## config.mk

```make
export PLATFORM = sky130hd
export DESIGN_NAME = freq_count_gate
export DESIGN_NICKNAME = d
export VERILOG_FILES = /design/src/rtl/freq_count_pkg.sv /design/src/rtl/sync_rise_detect.sv /design/src/rtl/freq_count_gate.sv
export SDC_FILE = /design/constraint.sdc
export NUM_CORES = 1
export LEC_CHECK = 0
export ABC_AREA = 1
export CORE_MARGIN = 1
export CORE_UTILIZATION = 50
export CTS_BUF_LIST = sky130_fd_sc_hd__clkbuf_16
export CTS_CLUSTER_DIAMETER = 100
export CTS_CLUSTER_SIZE = 14
export DETAILED_ROUTE_END_ITERATION = 10
export GPL_ROUTABILITY_DRIVEN = 1
export MAX_ROUTING_LAYER = met4
export PLACE_DENSITY = 0.75
export SYNTH_ARGS = -nofsm -noshare
export SYNTH_HDL_FRONTEND = slang
export SYNTH_SLANG_ARGS = --single-unit
```

## constraint.sdc

```tcl
create_clock -name clk -period 3.6 [get_ports clk]
set_input_delay 0.36 -clock clk [delete_from_list [all_inputs] [get_ports clk]]
set_output_delay 0.36 -clock clk [all_outputs]
set_load 0.005 [all_outputs]
```

## src/rtl/freq_count_pkg.sv

```systemverilog
// Shared constants for the gated frequency counter.
// Optional feature macro: FREQ_COUNT_SATURATE_EN (saturating edge counter plus overflow flag).
package freq_count_pkg;

    localparam int COUNT_WIDTH_DEFAULT = 28;
    localparam int GATE_WIDTH_DEFAULT  = 32;
    localparam int SYNC_STAGES_DEFAULT = 2;

    // Nominal system clock; a quarter of it gives a 0.25 s gate, so software scales code by 4.
    localparam int NOMINAL_CLK_HZ      = 27000000;
    localparam int NOMINAL_GATE_CYCLES = NOMINAL_CLK_HZ / 4;

endpackage

```

## src/rtl/sync_rise_detect.sv

```systemverilog
// Multi-flop synchronizer for an asynchronous input followed by a
// one-cycle rising-edge pulse generator. SYNC_STAGES must be at least 2.
module sync_rise_detect #(
    parameter int SYNC_STAGES = 2
) (
    input  logic clk,
    input  logic reset,
    input  logic async_in,
    output logic rise
);

    logic [SYNC_STAGES-1:0] sync_q;
    logic                   delayed_q;

    // Shift the raw input through the synchronizer chain and keep one extra delayed copy for edge detection.
    always_ff @(posedge clk or posedge reset) begin
        if (reset) begin
            sync_q    <= '0;
            delayed_q <= 1'b0;
        end else begin
            sync_q    <= {sync_q[SYNC_STAGES-2:0], async_in};
            delayed_q <= sync_q[SYNC_STAGES-1];
        end
    end

    assign rise = sync_q[SYNC_STAGES-1] & ~delayed_q;

endmodule

```

## src/rtl/freq_count_gate.sv

```systemverilog
// Gated frequency counter: counts synchronized rising edges of iclk over a
// window of clk_frequency_div4 system clocks, publishes the count as code and
// raises a sticky interrupt at every window end.
// Optional feature macro: FREQ_COUNT_SATURATE_EN -- edge counter saturates at
// all-ones and an extra overflow output flags windows that saturated.
import freq_count_pkg::*;

module freq_count_gate #(
    parameter int COUNT_WIDTH = COUNT_WIDTH_DEFAULT,
    parameter int GATE_WIDTH  = GATE_WIDTH_DEFAULT,
    parameter int SYNC_STAGES = SYNC_STAGES_DEFAULT
) (
    input  logic                   clk,
    input  logic                   reset,
    input  logic                   iclk,
    input  logic [GATE_WIDTH-1:0]  clk_frequency_div4,
    output logic [COUNT_WIDTH-1:0] code,
`ifdef FREQ_COUNT_SATURATE_EN
    output logic                   overflow,
`endif
    output logic                   interrupt,
    input  logic                   interrupt_clear
);

    logic                   rise;
    logic [COUNT_WIDTH-1:0] edge_cnt;
    logic [COUNT_WIDTH-1:0] count_next;
    logic [GATE_WIDTH-1:0]  gate_cnt;
    logic [GATE_WIDTH-1:0]  gate_last;
    logic                   window_end;

    sync_rise_detect #(
        .SYNC_STAGES (SYNC_STAGES)
    ) u_sync (
        .clk      (clk),
        .reset    (reset),
        .async_in (iclk),
        .rise     (rise)
    );

    // A limit of 0 or 1 both mean a one-cycle window; >= lets a shrinking limit end the window at once.
    assign gate_last  = (clk_frequency_div4 == '0) ? '0 : clk_frequency_div4 - GATE_WIDTH'(1);
    assign window_end = (gate_cnt >= gate_last);

`ifdef FREQ_COUNT_SATURATE_EN
    logic sat_now;
    logic sat_seen;

    // Add this cycle's edge, holding at all-ones instead of wrapping.
    always_comb begin
        count_next = edge_cnt;
        sat_now    = 1'b0;
        if (rise) begin
            if (&edge_cnt) begin
                sat_now = 1'b1;
            end else begin
                count_next = edge_cnt + COUNT_WIDTH'(1);
            end
        end
    end

    // Remember whether any edge was dropped by saturation in the current window and publish it with code.
    always_ff @(posedge clk or posedge reset) begin
        if (reset) begin
            sat_seen <= 1'b0;
            overflow <= 1'b0;
        end else if (window_end) begin
            sat_seen <= 1'b0;
            overflow <= sat_seen | sat_now;
        end else if (sat_now) begin
            sat_seen <= 1'b1;
        end
    end
`else
    // Add this cycle's edge; the counter wraps modulo 2^COUNT_WIDTH.
    assign count_next = edge_cnt + COUNT_WIDTH'(rise);
`endif

    // Gate counter and edge counter; at window end the closing count (including this cycle's edge) is latched whole.
    always_ff @(posedge clk or posedge reset) begin
        if (reset) begin
            gate_cnt <= '0;
            edge_cnt <= '0;
            code     <= '0;
        end else if (window_end) begin
            gate_cnt <= '0;
            edge_cnt <= '0;
            code     <= count_next;
        end else begin
            gate_cnt <= gate_cnt + GATE_WIDTH'(1);
            edge_cnt <= count_next;
        end
    end

    // Sticky new-code flag: setting at window end wins over a simultaneous clear.
    always_ff @(posedge clk or posedge reset) begin
        if (reset) begin
            interrupt <= 1'b0;
        end else if (window_end) begin
            interrupt <= 1'b1;
        end else if (interrupt_clear) begin
            interrupt <= 1'b0;
        end
    end

endmodule

```

==> key figures, run 1 <==
Critical path
  – WS Path Type: input port to flop
  – Crit path buffers/inverters: 3
  – CP max stage cell: clkdlybuf4s50_1
  – CP max stage delay: 410 ps
  – Worst Path Arrival: 3430 ps
  – Critical Path RT: 3880 ps
  – Cell mode on critical path: nand2_1
  – Startpoint types: input port
  – Worst Setup End Kind: flop
  – CP max FO: 56
  – Critical Path, Cell by Cell: clkdlybuf4s50_1 -> inv_1 -> ha_1 -> nand2_2 -> nor2_2 -> nand4_1 -> nor2_2 -> nand3_1 -> nand2_1 -> nand3_1 -> ha_1 -> nand2_1 -> nor2_1 -> nand4_1 -> nor2_1 -> nand2_2 -> nand2_2 -> buf_12 -> nand2_1 -> nand2_1
  – CP delay by family, top: simple AND/OR/NAND/NOR gates

Synth
  – Syn_nets: 991
  – Synth warn: 0
  – Predominant post-synthesis flop cell: dfrtp_1
  – #FFs+latches synth: 92
  – Avg Cell Area, Syn: 7.111 um2
  – Asr flop ratio synth: 1.000
  – Mapped cell area: 6528 um2
  – Seq/Total Area, Yosys: 0.3527
  – Netlist cell types: 40
  – Cells after Synth: 918
  – Number of flops mapped to enable cells by yosys: 0

Routing
  – Drt total wl: 15290 um
  – DR DRC count: 0
  – Average routed wire per standard cell: 13.04 um
  – Avg Vias per Cell: 5.002
  – Initial DRC count: 452
  – Post-DRT Antenna Nets: 0
  – Via count: 5862
  – Drt pass-1 iters: 5

Final layout
  – Non-filler cells, final: 1172
  – Post-route cell area: 7742 um2
  – Nets: 1068
  – Synth-to-Final Area Change: 18.61%
  – Share of layout cells above drive strength 1: 0.09700
  – Antenna diodes: 0

GRT
  – Number of antenna violations at the first check in global routing: 0
  – Largest net degree at the start of global routing: 57
  – First-pass GRT wire length: 25430 um
  – Vias in the first global route: 5367
  – GRT Overall Usage: 0.2489
  – GRT overflow: 0

Place
  – Port Buf Inserts: 64
  – GPL Wtd Cong: 0.9132
  – DP Cell Count: 1156
  – Placed Area: 7453 um2
  – Post-DP HPWL: 11870 um

Timing
  – Fin crit period: 3146 ps
  – Tcrit/Tclk final: 0.8739
  – Hold Slack: 351.1 ps
  – Unrepaired setup endpoints after global routing: false
  – Fin Clk Skew: 5.629 ps
  – Count of final setup violators: 0
  – Tightest Pin Transition: 663.2 ps
  – Setup_tns: 0 ps
  – Slew Viols, Final: 0
  – Final hold violations: 0
  – Max_slew headroom: 0.5578
  – Fmax: 317.9 MHz

Clocking
  – # Post-CTS Setup Buffers: 0
  – H-tree depth: 3
  – CTS tree: yes
  – Root Driver: clkbuf_16
  – Num CTS Buffers: 9
  – Post-CTS sizing: 0
  – Clock sink total: 92
  – Reg clk slew, reported paths: 70 ps
  – Worst-case clock buffer depth: 2
  – CTS hold repair buffers: 0
  – Clk Latency, worst-skew pair: 350 ps

Floorplan
  – Die width: 116.3 um
  – FP Rows: 41
  – Overall die height: 116.3 um
  – Core Region: 12670 um2
  – I/O Pins: 65
  – DIE AREA: 13520 um2
  – Initial core utilization: 0.5152

Job
  – Max Cap Viol: 0

Power and ir drop
  – Peak supply drop: 302.5 uV
  – Tot Pwr: 2.536 mW
  – Pleak: 3.718 nW
  – Pwr Density: 327.6 nW/um2

Outcome
  – Status: finished, final reports clean

Min path
  – Worst min path class: flop to flop
-- cells in the final DEF (no fill, tap or decap), types with 5 or more instances in the layout --
| master | n |
|---|---|
| buf_4 | 15 |
| o21ai_0 | 13 |
| clkdlybuf4s50_1 | 64 |
| a21oi_1 | 16 |
| nor2_2 | 16 |
| nand4_1 | 23 |
| o21ai_1 | 5 |
| xnor2_1 | 10 |
| nor2_1 | 148 |
| nor2_4 | 7 |
| dfrtp_1 | 92 |
| ha_1 | 37 |
| inv_2 | 11 |
| nand2_2 | 10 |
| nand3_1 | 84 |
| inv_6 | 5 |
| nor3_1 | 20 |
| inv_1 | 116 |
| nand2_1 | 223 |
| clkbuf_16 | 9 |
| xor2_1 | 36 |
-- power breakdown --
| part | total [mW] | internal [mW] | switching (mW) |
|---|---|---|---|
| Combinational | 0.439 | 0.198 | 0.241 |
| Clock | 0.919 | 0.487 | 0.432 |
| Sequential | 1.18 | 1.12 | 0.0609 |
| Total | 2.54 | 1.80 | 0.735 |
-- metrics by stage --
| step | setup WS [ps] | util |
|---|---|---|
| after floorplan | 848.0 | - |
| after global placement | 175.1 | 0.5882 |
| after detailed placement | 117.5 | 0.5882 |
| after CTS | 466.4 | 0.6110 |
| after global routing | 45.53 | 0.6110 |
| final | 454.0 | 0.6110 |
-- sequential cells by signal, summed over array words and instances (netlist names) --
| name | flops |
|---|---|
| edge_cnt | 28 |
| interrupt | 1 |
| u_sync.sync_q | 2 |
| u_sync.delayed_q | 1 |
| gate_cnt | 32 |
| code | 28 |
-- per-layer routing --
layer,part of all wire,vias to the layer above,global-route usage
met3,0.045,9,0.04152
met2,0.44,115,0.3688
met1,0.51,2682,0.3578
met4,0.0082,0,0.05128
met5,0,-,-
li1,-,3056,-
-- final cells by class --
| type | count | area, um2 |
|---|---|---|
| Inverter | 129 | 485.5 |
| Multi-Input combinational cell | 680 | 3617 |
| Tap cell | 172 | 215.2 |
| Sequential cell | 92 | 2302 |
| Clock buffer | 9 | 225.2 |
| Timing Repair Buffer | 83 | 833.3 |
| Clock inverter | 7 | 63.81 |
| Fill cell | 1201 | 4928 |
-- path summary, 6_finish.rpt --
check	from	end	slack, ps	depth (start not counted)
max	clk_frequency_div4[0]	code[5]	450	20
min	u_sync.sync_q[0]	u_sync.sync_q[1]	350	0
max reg2reg	u_sync.sync_q[1]	edge_cnt[20]	1530	12
min reg2reg	u_sync.sync_q[0]	u_sync.sync_q[1]	350	0
max in group asynchronous	reset	gate_cnt[22]	2480	3
min in group asynchronous	reset	interrupt	400	2
-- cell usage after synthesis, drive strengths merged (6+ instances only) --
library cell,count,area share
o21ai,18,0.014
nand3,87,0.069
or2,6,0.0058
a21oi,17,0.014
nand2,234,0.14
inv,128,0.074
nor2,171,0.11
buf,15,0.018
xnor2,11,0.016
nor3,26,0.026
xor2,36,0.048
dfrtp,92,0.35
nand4,24,0.024
ha,37,0.071
-- cell families (layout without fill, tap and decap cells) --
logic type | count (synthesis) | in the layout | share of synthesized area
compound gates | 42 | 42 | 0.03546
xor+xnor | 47 | 47 | 0.06421
fa+ha+maj | 37 | 37 | 0.07092
buf+inv | 146 | 228 | 0.09316
flops | 92 | 92 | 0.3527
simple gates | 554 | 554 | 0.3836
No activity file was read; power rests on OpenSTA's default activity.
==> run 2, diff against run 1 <==
Settings changed: MAX_ROUTING_LAYER met4 to default, SYNTH_HIERARCHICAL from default to 1.
==> run 2 against run 1 <==
  * Clock skew is 4.1 ps higher
  * Routed wire length is 4.3% lower
  * Worst hold slack worse by 120 ps
  * Via count fell by 1.9%
  * Combinational power is 5.2% lower
  * Die area down 1.3%
  * Fmax fell by 2.3%
  * Utilization fell by 0.87 points
  * Largest cell class unchanged
  * Flip-flop and latch count unchanged
==> key figures, run 2 <==
Floorplan
  – Core Region: 12570 um2 (was 12670 um2)
  – Initial core utilization: 0.5127 (was 0.5152)
  – I/O Pins: 65 (unchanged)
  – FP Rows: 41 (unchanged)
  – Overall die height: 115.5 um (was 116.3 um)
  – Die width: 115.5 um (was 116.3 um)
  – DIE AREA: 13340 um2 (was 13520 um2)

Synth
  – Netlist cell types: 35 (was 40)
  – Seq/Total Area, Yosys: 0.3573 (was 0.3527)
  – #FFs+latches synth: 92 (unchanged)
  – Yosys top cell area share: 0.3573 (was 0.3527)
  – Synth warn: 6 (was 0)
  – Syn_nets: 962 (was 991)
  – Predominant post-synthesis flop cell: dfrtp_1 (unchanged)
  – Avg Cell Area, Syn: 7.248 um2 (was 7.111 um2)
  – Most common cell in the netlist: nand2_1 (unchanged)
  – Synth area leader: dfrtp_1 (unchanged)
  – Asr flop ratio synth: 1.000 (unchanged)
  – Number of flops mapped to enable cells by yosys: 0 (unchanged)
  – Synth top cells by count: nand2_1 (216), nor2_1 (148), inv_1 (104) (was nand2_1 (223), nor2_1 (148), inv_1 (117))
  – Dominant cells by area after synthesis: dfrtp_1 (36%), nand2_1 (13%), nor2_1 (8.6%) (was dfrtp_1 (35%), nand2_1 (13%), nor2_1 (8.5%))
  – Cells after Synth: 889 (was 918)
  – Mapped cell area: 6444 um2 (was 6528 um2)

Job
  – Max Cap Viol: 0 (unchanged)

Clocking
  – CTS tree: yes (unchanged)
  – CTS hold repair buffers: 0 (unchanged)
  – Clock sink total: 92 (unchanged)
  – Post-CTS sizing: 0 (unchanged)
  – H-tree depth: 3 (unchanged)
  – Worst-case clock buffer depth: 2 (unchanged)
  – Num CTS Buffers: 9 (unchanged)
  – Root Driver: clkbuf_16 (unchanged)
  – Reg clk slew, reported paths: 60 ps (was 70 ps)
  – # Post-CTS Setup Buffers: 0 (unchanged)
  – Clk Latency, worst-skew pair: 340 ps (was 350 ps)

Final layout
  – Commonest non-fill, non-tap cell in the layout: nand2_1 (unchanged)
  – Number of flip-flops in the largest register: 32 (unchanged)
  – Top reg by flops: gate_cnt (unchanged)
  – Synth-to-Final Area Change: 17.50% (was 18.61%)
  – FF/Latch Area: 2302 um2 (unchanged)
  – Antenna diodes: 0 (unchanged)
  – Share of layout cells above drive strength 1: 0.08125 (was 0.09700)
  – Nets: 1028 (was 1068)
  – Fillers: 1133 (was 1201)
  – Multi-input gate area: 3605 um2 (was 3617 um2)
  – Post-layout util: 0.6024 (was 0.6110)
  – Biggest regs: gate_cnt x32, code x28, edge_cnt x28 (unchanged)
  – Most frequent cells in the layout: nand2_1 (216), nor2_1 (148), inv_1 (103), dfrtp_1 (92), nand3_1 (67) (was nand2_1 (223), nor2_1 (148), inv_1 (116), dfrtp_1 (92), nand3_1 (84))

Power and ir drop
  – Tot Pwr: 2.498 mW (was 2.536 mW)
  – Pleak: 3.512 nW (was 3.718 nW)
  – Pwr Density: 330.0 nW/um2 (was 327.6 nW/um2)
  – Peak supply drop: 337.6 uV (was 302.5 uV)

Routing
  – Average routed wire per standard cell: 12.92 um (was 13.04 um)
  – Initial DRC count: 475 (was 452)
  – DR DRC count: 0 (unchanged)
  – Drt pass-1 iters: 5 (unchanged)
  – Drt total wl: 14620 um (was 15290 um)
  – Post-DRT Antenna Nets: 0 (unchanged)
  – Avg Vias per Cell: 5.078 (was 5.002)
  – Via count: 5748 (was 5862)

Critical path
  – Startpoint types: input port (unchanged)
  – WS Path Type: input port to flop (unchanged)
  – Setup crit start: clk_frequency_div4[0] (unchanged)
  – Worst Setup End Kind: flop (unchanged)
  – RR Startpoint: gate_cnt[7] (was u_sync.sync_q[1])
  – Worst Path Arrival: 3500 ps (was 3430 ps)
  – CP max FO: 50 (was 56)
  – Critical Path RT: 3880 ps (about the same)

Timing
  – Setup_tns: 0 ps (unchanged)
  – Tcrit/Tclk final: 0.8948 (was 0.8739)
  – Unrepaired setup endpoints after global routing: false (unchanged)
  – Max_slew headroom: 0.5935 (was 0.5578)
  – Fin crit period: 3221 ps (was 3146 ps)
  – Tightest Pin Transition: 609.0 ps (was 663.2 ps)
  – Slew Viols, Final: 0 (unchanged)
  – Fmax: 310.4 MHz (was 317.9 MHz)
  – Fin Clk Skew: 9.765 ps (was 5.629 ps)
  – Count of final setup violators: 0 (unchanged)
  – Final hold violations: 0 (unchanged)
  – Hold Slack: 234.9 ps (was 351.1 ps)

Outcome
  – Status: finished, final reports clean (unchanged)

Place
  – Port Buf Inserts: 64 (unchanged)
  – GPL Wtd Cong: 0.9462 (was 0.9132)
  – Post-DP HPWL: 11410 um (was 11870 um)

GRT
  – Largest net degree at the start of global routing: 51 (was 57)
  – Number of antenna violations at the first check in global routing: 0 (unchanged)
  – GRT Overall Usage: 0.2344 (was 0.2489)
  – Vias in the first global route: 5323 (was 5367)
  – GRT overflow: 0 (unchanged)
  – First-pass GRT wire length: 24890 um (was 25430 um)

Min path
  – Worst min path class: input port to asynchronous set/reset pin (was flop to flop)
[run 2: layer usage]
metal  wire length [um]  vias up  track usage
li1                   -     2959            -
met1               7119     2632       0.3309
met2               6614      136       0.3752
met3                662       21      0.03661
met4                227        0      0.05974
met5                  0        -            0
[run 2: metrics by stage]
step | cells | area, um2 | setup slack (ps)
global route | 1132 | 7571 | 50.63
global placement | 1116 | 7283 | 56.72
CTS | 1132 | 7571 | 427.4
detailed placement | 1116 | 7283 | 79.14
finish | 1132 | 7571 | 378.7
floorplan | 889 | 6444 | 933.1
[run 2: cell families after synthesis]
family          Yosys count  share of synthesized area
simple gates            536                     0.3718
buf+inv                 126                    0.08330
flops                    92                     0.3573
xor+xnor                 56                    0.07612
compound gates           42                    0.03961
fa+ha+maj                37                    0.07184
[run 2: report_power, final]
group,switching (mW),internal [mW]
registers,0.0627,1.12
logic,0.228,0.189
clock network,0.423,0.479
[run 2: worst paths after layout]
| check | slack [ps] | cells past startpoint | endpoint |
|---|---|---|---|
| max | 380 | 19 | code[24] |
| min | 230 | 2 | u_sync/sync_q[0] |
| max reg2reg | 1560 | 13 | code[14] |
| min reg2reg | 350 | 0 | u_sync/sync_q[1] |
| max in group asynchronous | 2390 | 3 | edge_cnt[13] |
| min in group clk | 350 | 0 | u_sync/sync_q[1] |
[run 2: worst max-delay path, cell delays in order]
cell	delay, ps
clkdlybuf4s50_1	430
inv_1	130
ha_1	310
inv_1	120
nor2_1	170
nand2_1	150
nor3_2	230
a21oi_1	90
nand3b_1	180
ha_1	280
nand2_1	60
nor2_1	130
nand2_1	110
nor2_1	140
nand2_2	80
nand2_2	120
buf_12	230
nand2_1	80
nand2_1	70
[run 2: cell type report]
cell class / count / share of cell area
multi-input combinational: 671 / 0.4761
sequential: 92 / 0.3041
timing repair buffer: 72 / 0.09916
inverter: 109 / 0.05421
clock buffer: 9 / 0.02975
tap: 172 / 0.02843
clock inverter: 7 / 0.008263
==> run 3, diff against run 2 <==
Settings changed: ABC_AREA 1 to default, PLACE_DENSITY 0.75 to 0.77.
==> run 3 against run 2 <==
  * The flow now finishes with violations (setup timing)
  * Critical path type unchanged
  * First-iteration DRC count rose by 4.4%
  * Synthesized cell count fell by 37%
  * Flip-flop and latch count did not move
  * Highest routed layer unchanged
  * Die area fell by 14%
  * Via count fell by 5.8%
  * Critical path depth fell by 1
  * Sequential power fell by 5%
==> key figures, run 3 <==
Outcome
  – Status: finished with violations (was finished, final reports clean)
  – Violated checks: setup timing

Critical path
  – FF-to-FF path depth: 9 (was 13)
  – Critical Path RT: 3820 ps (was 3880 ps)
  – CP max stage cell: or4_4 (was clkdlybuf4s50_1)
  – CP max stage delay: 520 ps (was 430 ps)
  – R2r setup slk: 910 ps (was 1560 ps)
  – CP max FO: 8 (was 50)
  – WS Path Type: input port to flop (unchanged)
  – Worst Path Arrival: 4220 ps (was 3500 ps)
  – Worst Setup End Kind: flop (unchanged)
  – Cell mode on critical path: buf_4 (was nand2_1)
  – Critical Path, Cell by Cell: buf_2 -> or4_4 -> or4_4 -> nor3_4 -> buf_4 -> buf_4 -> nand4b_4 -> nand2_1 -> ha_1 -> buf_4 -> a21oi_1 -> o21ai_0 -> a21oi_1 -> o211ai_1 -> a31o_4 -> buf_12 -> buf_16 -> mux2_4 (was clkdlybuf4s50_1 -> inv_1 -> ha_1 -> inv_1 -> nor2_1 -> nand2_1 -> nor3_2 -> a21oi_1 -> nand3b_1 -> ha_1 -> nand2_1 -> nor2_1 -> nand2_1 -> nor2_1 -> nand2_2 -> nand2_2 -> buf_12 -> nand2_1 -> nand2_1)
  – RR Startpoint: gate_cnt[15] (was gate_cnt[7])
  – Worst reg2reg endpoint: code[4] (was code[14])
  – Startpoint types: input port (unchanged)

Power and ir drop
  – Peak supply drop: 395.6 uV (was 337.6 uV)
  – Tot Pwr: 2.381 mW (was 2.498 mW)
  – Pwr Density: 291.0 nW/um2 (was 330.0 nW/um2)
  – Pleak: 3.897 nW (was 3.512 nW)

Place
  – Port Buf Inserts: 64 (unchanged)
  – Post-DP HPWL: 9416 um (was 11410 um)
  – GPL Wtd Cong: 0.8589 (was 0.9462)

Synth
  – Most common cell in the netlist: dfrtp_1 (was nand2_1)
  – Synth warn: 6 (unchanged)
  – Mapped cell area: 5513 um2 (was 6444 um2)
  – Number of flops mapped to enable cells by yosys: 0 (unchanged)
  – Yosys top cell area share: 0.4176 (was 0.3573)
  – Synth top cells by count: dfrtp_1 (92), nor2_1 (73), nand2_1 (68) (was nand2_1 (216), nor2_1 (148), inv_1 (104))
  – Predominant post-synthesis flop cell: dfrtp_1 (unchanged)
  – Netlist cell types: 52 (was 35)
  – Asr flop ratio synth: 1.000 (unchanged)
  – Cells after Synth: 561 (was 889)
  – Synth area leader: dfrtp_1 (unchanged)
  – Syn_nets: 634 (was 962)
  – Seq/Total Area, Yosys: 0.4176 (was 0.3573)
  – #FFs+latches synth: 92 (unchanged)
  – Dominant cells by area after synthesis: dfrtp_1 (42%), ha_1 (8.4%), xor2_1 (8.1%) (was dfrtp_1 (36%), nand2_1 (13%), nor2_1 (8.6%))
  – Avg Cell Area, Syn: 9.827 um2 (was 7.248 um2)

Floorplan
  – DIE AREA: 11450 um2 (was 13340 um2)
  – Initial core utilization: 0.5246 (was 0.5127)
  – Overall die height: 107 um (was 115.5 um)
  – FP Rows: 37 (was 41)
  – I/O Pins: 65 (unchanged)
  – Die width: 107 um (was 115.5 um)
  – Core Region: 10510 um2 (was 12570 um2)

GRT
  – GRT overflow: 0 (unchanged)
  – GRT Overall Usage: 0.2786 (was 0.2344)
  – Vias in the first global route: 5197 (was 5323)
  – Largest net degree at the start of global routing: 47 (was 51)
  – Number of antenna violations at the first check in global routing: 0 (unchanged)
  – First-pass GRT wire length: 24860 um (was 24890 um)

Min path
  – Worst min path class: input port to asynchronous set/reset pin (unchanged)

Final layout
  – Top reg by flops: gate_cnt (unchanged)
  – Number of flip-flops in the largest register: 32 (unchanged)
  – Synth-to-Final Area Change: 48.43% (was 17.50%)
  – Commonest non-fill, non-tap cell in the layout: dfrtp_1 (was nand2_1)
  – Most frequent cells in the layout: dfrtp_1 (92), buf_4 (82), nand2_1 (61), xor2_1 (50), clkdlybuf4s50_1 (45) (was nand2_1 (216), nor2_1 (148), inv_1 (103), dfrtp_1 (92), nand3_1 (67))
  – Nets: 812 (was 1028)
  – Share of layout cells above drive strength 1: 0.3468 (was 0.08125)
  – Antenna diodes: 0 (unchanged)
  – Biggest regs: gate_cnt x32, code x28, edge_cnt x28 (unchanged)

Routing
  – DR DRC count: 0 (unchanged)
  – Drt pass-1 iters: 7 (was 5)
  – Post-DRT Antenna Nets: 0 (unchanged)
  – Via count: 5415 (was 5748)
  – Drt total wl: 18920 um (was 14620 um)
  – Average routed wire per standard cell: 21.50 um (was 12.92 um)
  – Avg Vias per Cell: 6.153 (was 5.078)
  – Initial DRC count: 496 (was 475)

Timing
  – Tcrit/Tclk final: 1.111 (was 0.8948)
  – Count of final setup violators: 89 (was 0)
  – Setup_tns: -26010 ps (was 0 ps)
  – Fin crit period: 3998 ps (was 3221 ps)
  – Fmax: 250.1 MHz (was 310.4 MHz)
  – Max_slew headroom: 0.2269 (was 0.5935)
  – Tightest Pin Transition: 1149 ps (was 609.0 ps)
  – Setup WS post-layout: -398.1 ps (was 378.7 ps)
  – Fin Clk Skew: 10.15 ps (was 9.765 ps)
  – Slew Viols, Final: 0 (unchanged)
  – Unrepaired setup endpoints after global routing: true (was false)
  – Final hold violations: 0 (unchanged)

Job
  – Max Cap Viol: 0 (unchanged)

Clocking
  – Num CTS Buffers: 9 (unchanged)
  – Worst-case clock buffer depth: 2 (unchanged)
  – H-tree depth: 3 (unchanged)
  – Clk Latency, worst-skew pair: 350 ps (was 340 ps)
  – Reg clk slew, reported paths: 60 ps (about the same)
  – Clock sink total: 92 (unchanged)
  – Root Driver: clkbuf_16 (unchanged)
  – CTS tree: yes (unchanged)
[run 3: stage by stage]
| step | utilization | instance area [um2] | instances | setup WS, ps | hold WS, ps |
|---|---|---|---|---|---|
| 5_1_grt | 0.7787 | 8183 | 880 | -494.1 | 243.6 |
| 3_5_place_dp | 0.6513 | 6844 | 820 | -939.7 | 341.8 |
| 4_1_cts | 0.7403 | 7780 | 866 | -100.5 | 234.2 |
| 3_3_place_gp | 0.6513 | 6844 | 820 | -809.4 | 337.0 |
| 6_report | 0.7787 | 8183 | 880 | -398.1 | 233.0 |
| 2_1_floorplan | - | 5548 | 561 | -255.6 | 113.6 |
[run 3: where the power goes]
part           internal (mW)  switching (mW)  total, mW
logic                  0.163           0.167      0.330
registers               1.08          0.0414       1.12
clock network          0.530           0.400      0.929
[run 3: area by class of cell]
class | instances | area (um2)
fillers | 544 | 2326
repair buffers | 177 | 1683
well taps | 136 | 170.2
inverters | 20 | 76.32
clock buffers | 9 | 225.2
clock inverters | 7 | 61.31
flip-flops and latches | 92 | 2302
multi-input cells | 439 | 3665
[run 3: layer usage]
metal | part of all wire | GRT usage | vias to the layer above
met4 | 0.054 | 0.1125 | 0
li1 | - | - | 2294
met5 | 0 | 0 | -
met1 | 0.38 | 0.3296 | 2640
met2 | 0.49 | 0.4825 | 370
met3 | 0.071 | 0.06991 | 111
[run 3: critical path: cells and delay by family]
| family | cells | cell delay (ps) |
|---|---|---|
| multiplexers | 1 | 310 |
| AO/OA/AOI/OAI | 5 | 920 |
| AND/OR/NAND/NOR | 5 | 1480 |
| adder cells (fa/ha/maj) | 1 | 280 |
| buffers and inverters | 6 | 850 |
[run 3: cell families after synthesis]
kind of cell | share of synthesized area
and+or+nand+nor | 0.2490
adders and majority gates | 0.08398
xor gates and xnor gates | 0.1223
AOI/OAI and AO/OA | 0.04154
muxes | 0.05878
DFF | 0.4176
buffers and inverters | 0.02678
[run 3: how the worst max path moves through the flow]
| stage | startpoint | to | slack (ps) |
|---|---|---|---|
| 6_report | clk_frequency_div4[22] | code[4] | -400 |
| 5_1_grt | clk_frequency_div4[20] | code[4] | -490 |
| 4_1_cts | clk_frequency_div4[23] | code[3] | -100 |
| 3_5_place_dp | clk_frequency_div4[20] | code[3] | -940 |
| 3_3_place_gp | clk_frequency_div4[20] | code[3] | -810 |
| 2_1_floorplan | clk_frequency_div4[20] | code[10] | -260 |
[run 3: timing repair]
action,4_1_cts,5_1_grt
buffers inserted,25,14
hold buffers,0,0
cloned,6,1
resized for setup,122,88
endpoints found under the setup margin,89,89
pin swaps,41,16
